**src/rtl/seq_divider.sv**
```systemverilog
`default_nettype none
`timescale 1ns/1ps
// ============================================================================
//  Module      : seq_divider
//  Description : Sequential unsigned restoring (shift-subtract) divider that
//                produces one quotient bit per clock. It performs the mantissa
//                divide step of the floating-point divide path, and a
//                start/done handshake lets the FP sequencer launch an
//                operation and wait for the result.
//  Revision    : 1.0 - initial release
// ----------------------------------------------------------------------------
//  Parameters
//    WIDTH        operand/result width in bits (>= 2)
//  Ports
//    clk          in   1      clock, rising edge
//    reset        in   1      asynchronous, active-low reset
//    start        in   1      launch request, sampled only while idle
//    dividend     in   WIDTH  numerator, captured on an accepted start
//    divisor      in   WIDTH  denominator, captured on an accepted start
//    busy         out  1      high while an operation is in flight
//    done         out  1      one-cycle pulse: results valid
//    quotient     out  WIDTH  unsigned quotient, held until the next result
//    remainder    out  WIDTH  unsigned remainder, held until the next result
//    div_by_zero  out  1      set with done when divisor was zero
// ============================================================================
module seq_divider #(
    parameter int WIDTH = 24
) (
    input  logic             clk,
    input  logic             reset,
    input  logic             start,
    input  logic [WIDTH-1:0] dividend,
    input  logic [WIDTH-1:0] divisor,
    output logic             busy,
    output logic             done,
    output logic [WIDTH-1:0] quotient,
    output logic [WIDTH-1:0] remainder,
    output logic             div_by_zero
);

    localparam int CW = $clog2(WIDTH + 1);

    localparam logic [1:0] S_IDLE = 2'd0;
    localparam logic [1:0] S_CALC = 2'd1;
    localparam logic [1:0] S_DONE = 2'd2;

    localparam logic [CW-1:0] C_COUNT_INIT = CW'(WIDTH);
    localparam logic [CW-1:0] C_COUNT_LAST = CW'(1);

    logic [1:0]       r_state;
    logic [CW-1:0]    r_count;
    logic [WIDTH-1:0] r_divisor;
    // The partial remainder is always below the divisor once restored, so its
    // extra top bit is always zero and is not stored.
    logic [WIDTH-1:0] r_p;
    logic [WIDTH-1:0] r_q;
    logic             r_dz;

    logic [WIDTH-1:0] r_quotient;
    logic [WIDTH-1:0] r_remainder;
    logic             r_div_by_zero;
    logic             r_done;

    logic [WIDTH:0]   w_trial;
    logic             w_sub_ok;
    logic [WIDTH-1:0] w_diff;

    // Trial value: partial remainder shifted left with the next dividend bit.
    assign w_trial  = {r_p, r_q[WIDTH-1]};
    assign w_sub_ok = (w_trial >= {1'b0, r_divisor});
    // When the subtract is taken the true difference is below the divisor,
    // so the low WIDTH bits hold it exactly.
    assign w_diff   = w_trial[WIDTH-1:0] - r_divisor;

    always_ff @(posedge clk or negedge reset) begin
        if (!reset) begin
            r_state       <= S_IDLE;
            r_count       <= '0;
            r_divisor     <= '0;
            r_p           <= '0;
            r_q           <= '0;
            r_dz          <= 1'b0;
            r_quotient    <= '0;
            r_remainder   <= '0;
            r_div_by_zero <= 1'b0;
            r_done        <= 1'b0;
        end else begin
            r_done <= 1'b0;
            case (r_state)
                S_IDLE: begin
                    if (start) begin
                        r_divisor <= divisor;
                        r_count   <= C_COUNT_INIT;
                        if (divisor == '0) begin
                            // Divide by zero skips the iterations entirely:
                            // quotient saturates, remainder is the dividend.
                            r_dz    <= 1'b1;
                            r_q     <= '1;
                            r_p     <= dividend;
                            r_state <= S_DONE;
                        end else begin
                            r_dz    <= 1'b0;
                            r_q     <= dividend;
                            r_p     <= '0;
                            r_state <= S_CALC;
                        end
                    end
                end
                S_CALC: begin
                    r_p     <= w_sub_ok ? w_diff : w_trial[WIDTH-1:0];
                    r_q     <= {r_q[WIDTH-2:0], w_sub_ok};
                    r_count <= r_count - 1'b1;
                    if (r_count == C_COUNT_LAST) begin
                        r_state <= S_DONE;
                    end
                end
                S_DONE: begin
                    r_quotient    <= r_q;
                    r_remainder   <= r_p;
                    r_div_by_zero <= r_dz;
                    r_done        <= 1'b1;
                    r_state       <= S_IDLE;
                end
                default: begin
                    r_state <= S_IDLE;
                end
            endcase
        end
    end

    assign busy        = (r_state != S_IDLE);
    assign done        = r_done;
    assign quotient    = r_quotient;
    assign remainder   = r_remainder;
    assign div_by_zero = r_div_by_zero;

endmodule
`default_nettype wire

```
**config.mk**
```make
export PLATFORM = sky130hd
export DESIGN_NAME = seq_divider
export DESIGN_NICKNAME = d
export VERILOG_FILES = /design/src/rtl/seq_divider.sv
export SDC_FILE = /design/constraint.sdc
export NUM_CORES = 1
export LEC_CHECK = 0
export CAP_MARGIN = 15
export CORE_MARGIN = 2
export CORE_UTILIZATION = 40
export DETAILED_ROUTE_END_ITERATION = 6
export PLACE_DENSITY = 0.7
export SKIP_LAST_GASP = 1
export SYNTH_ARGS = -nofsm -noshare
export SYNTH_HDL_FRONTEND = slang
export SYNTH_SLANG_ARGS = --single-unit
```
**constraint.sdc**
```tcl
create_clock -name clk -period 5.3 [get_ports clk]
set_clock_uncertainty 0.15 [all_clocks]
set_input_delay 1.59 -clock clk [delete_from_list [all_inputs] [get_ports clk]]
set_output_delay 1.59 -clock clk [all_outputs]
set_load 0.03 [all_outputs]
```
==> results.sh <==
export IMPL_postRouteAntennaNets=0
export IMPL_maxCapViolations=0
export IMPL_cts_repair_timing_setup_buffer_count=0
export IMPL_antenna_diode_count=0
export IMPL_final_hold_viol_count=0
export IMPL_antenna_found_initial=0
export IMPL_grt_usage=0.207
export IMPL_post_synth_mux_area_share=0.0788
export IMPL_pre_cts_ws_ps=1400
export IMPL_drtIter0Drc=556
export IMPL_dominantRegCellSynth="sky130_fd_sc_hd__dfrtp_1"
export IMPL_worstPathCellList="inv_1 > ha_1 > nor2b_4 > o31ai_2 > nand2b_1 > a311o_1 > a21o_1 > a211oi_4 > a221oi_1 > o22ai_1"
export IMPL_synth_simple_area_share=0.146
export IMPL_fmax_mhz=272
export IMPL_synthArstFlopShare=1.00
export IMPL_drcViolationCount=0
export IMPL_cellLeakagePower_uw=0.00375
export IMPL_portBuffers=101
export IMPL_post_synth_inst_count=697
export IMPL_synth_xor_area_frac=0.0268
export IMPL_synthAdderAreaFrac=0.0503
export IMPL_synth_compound_gate_area_share=0.178
export IMPL_grt_overflow_total=0
export IMPL_synth_seq_cells=130
export IMPL_drt_pass_1_iters=5
export IMPL_fp_row_count=47
export IMPL_first_global_vias=5493
export IMPL_clk_insertion_delay_late_ps=430
export IMPL_detailed_place_hpwl_microns=12700
export IMPL_ctsHoldBuffers=0
export IMPL_cts_resized=0
export IMPL_cpMaxStageDelayCell="sky130_fd_sc_hd__a211oi_4"
export IMPL_numCtsBuffers=17
export IMPL_floorplan_initialDensity=0.411
export IMPL_cts_num_sinks=130
export IMPL_finalNonFillerCells=1015
export IMPL_worst_path_max_fanout=25
export IMPL_period_minus_slack_ps=3670
export IMPL_boundaryPins=102
export IMPL_slew_violations=0
export IMPL_setup_ws_ps=1630
export IMPL_holdCritPathClass="reg -> reg"
export IMPL_worst_pin_slew_ps=1110
export IMPL_max_stage_delay_ps=950
export IMPL_layout_common_cells="130 x sky130_fd_sc_hd__dfrtp_1, 100 x sky130_fd_sc_hd__clkdlybuf4s50_1, 84 x sky130_fd_sc_hd__nand2_1"
export IMPL_synth_edff_count=0
export IMPL_average_detailed_routed_wire_length_per_instance_microns=17.7
export IMPL_yosysSeqAreaShare=0.474
export IMPL_dp_cells=984
export IMPL_post_synth_num_cell_types=61
export IMPL_grt_start_max_net_pins=70
export IMPL_mostFrequentLayoutCell="sky130_fd_sc_hd__dfrtp_1"
export IMPL_post_synth_instance_area_sq_mm=0.00686
export IMPL_finalWirelength_microns=18000
export IMPL_wire_length_of_the_first_global_routing_pass_microns=29200
export IMPL_place_congestion=0.863
export IMPL_required_ps=5490
export IMPL_cts_root_buf="sky130_fd_sc_hd__clkbuf_16"
export IMPL_crit_type="reg -> reg"
export IMPL_max_slew_margin_rel=0.256
export IMPL_final_util=0.519
export IMPL_finish_instance_area_sq_mm=0.00866
export IMPL_number_of_setup_violations_in_the_final_report=0
export IMPL_design_final_nets=861
export IMPL_fp_coreArea_sq_mm=0.0167
export IMPL_layout_area_overhead_vs_synth_pct=26.2
export IMPL_peak_supply_drop_v=0.000324
export IMPL_rsz0062_at_grt="false"
export IMPL_dominant_combinational_cell_family_by_area_after_synthesis="compound AO/OA/AOI/OAI gates"
export IMPL_die_x_microns=135
export IMPL_htreeDepth=4
export IMPL_placedInstanceArea_sq_mm=0.00804
export IMPL_yosysWarningCount=0
export IMPL_syn_area_per_cell_sq_um=9.85
export IMPL_clk_pin_slew_worst_paths_ps=60
export IMPL_powerDensity_mw_per_mm2=782
export IMPL_clk_buf_depth=2
export IMPL_routed_via_count=5712
export IMPL_tritoncts="built"
export IMPL_die_height_microns=135
export IMPL_finalSetupTns_ps=0
export IMPL_finalCritPeriodShare=0.693
export IMPL_filler_cell_count=1547
export IMPL_setup_worst_path_start_class="flip-flop"
export IMPL_critical_path_arrival_ps=3860
export IMPL_via_per_inst=5.63
export IMPL_critical_path_endpoint_type="flip-flop"
export IMPL_die_area_sq_mm=0.0182
export IMPL_syn_num_nets=775
export IMPL_drive_gt1_frac=0.136
export IMPL_status="complete, no violations"
## area by class of cell
cell class                      instances  area (sq um)  area share
Timing Repair Buffer                  112          1090       0.126
Clock buffer                           18           439      0.0507
Tap cell                              220           275      0.0318
Sequential cell                       130          3250       0.376
Multi-Input combinational cell        490          3300       0.381
Clock inverter                         13           185      0.0214
Inverter                               32           120      0.0139
## synthesized netlist by cell type (all sizes together), types with 2 or more instances
library cell	instances	area, sq um
o21ai	45	225
o2111ai	2	17.5
xnor2	13	114
and4	2	20.0
and3	8	50.1
o31ai	24	190
nor2	53	199
a22oi	8	60.1
nand4	5	31.3
a221oi	17	161
or2	2	12.5
and2	5	31.3
inv	32	120
a211oi	4	42.5
nand3	9	45.0
mux2	48	541
a32oi	2	17.5
o22ai	5	31.3
nor2b	3	26.3
dfrtp	130	3250
a21o	8	60.1
a31oi	7	43.8
nand2	84	315
clkbuf	30	113
o31a	2	17.5
ha	26	325
o21a	2	15.0
a221o	3	30.0
a2111oi	3	26.3
nand2b	6	37.5
o211ai	3	22.5
nor3	30	150
a21oi	29	153
nor4	8	50.1
xor2	8	70.1
buf	15	88.8
## metal layers
metal,global-route usage,part of all wire,up-vias
met3,0.0484,0.049,31
met4,0.0775,0.024,0
li1,-,-,2685
met1,0.284,0.46,2830
met5,0,0,-
met2,0.322,0.47,166
## kinds of logic after synthesis
| kind of cell | Yosys count |
|---|---|
| compound gates | 175 |
| xor+xnor | 21 |
| fa+ha+maj | 27 |
| buf+inv | 77 |
| flops | 130 |
| mux | 48 |
| simple gates | 219 |
## worst max-delay path: cells and delay by family, from the launching register on
kind / cells / cell delay [ps]
buf+inv: 1 / 180
simple gates: 2 / 290
compound gates: 6 / 2320
flops: 1 / 360
fa+ha+maj: 1 / 280
## worst paths after layout
path                              start             to  slack [ps]  cells past startpoint
setup / recovery           r_divisor[1]        r_p[12]        1630                     10
hold / removal             quotient[23]   quotient[23]         330                      2
setup reg to reg           r_divisor[1]        r_p[12]        1630                     10
hold reg to reg            quotient[23]   quotient[23]         330                      2
max in group asynchronous         reset  r_divisor[18]        2880                      2
min in group asynchronous         reset         r_q[4]        1140                      1
## stage by stage
stage,hold WS [ps],power [uW]
4_1_cts,341,6800
3_5_place_dp,327,5520
5_1_grt,366,7280
2_1_floorplan,293,4500
6_report,335,6780
3_3_place_gp,316,5460
## power breakdown
group	internal (uW)	total [uW]	switching, uW	leakage, uW
combinational	1570	3700	2130	0.00185
clock	797	1250	449	0.000302
sequential	1480	1830	349	0.00160
## flip-flops by register name, indices dropped and copies added (netlist names)
name	cells
quotient	24
r_divisor	24
r_p	24
r_q	24
remainder	24
r_count	5
r_state	2
div_by_zero	1
done	1
r_dz	1
Power figures use the tool's default switching activity.
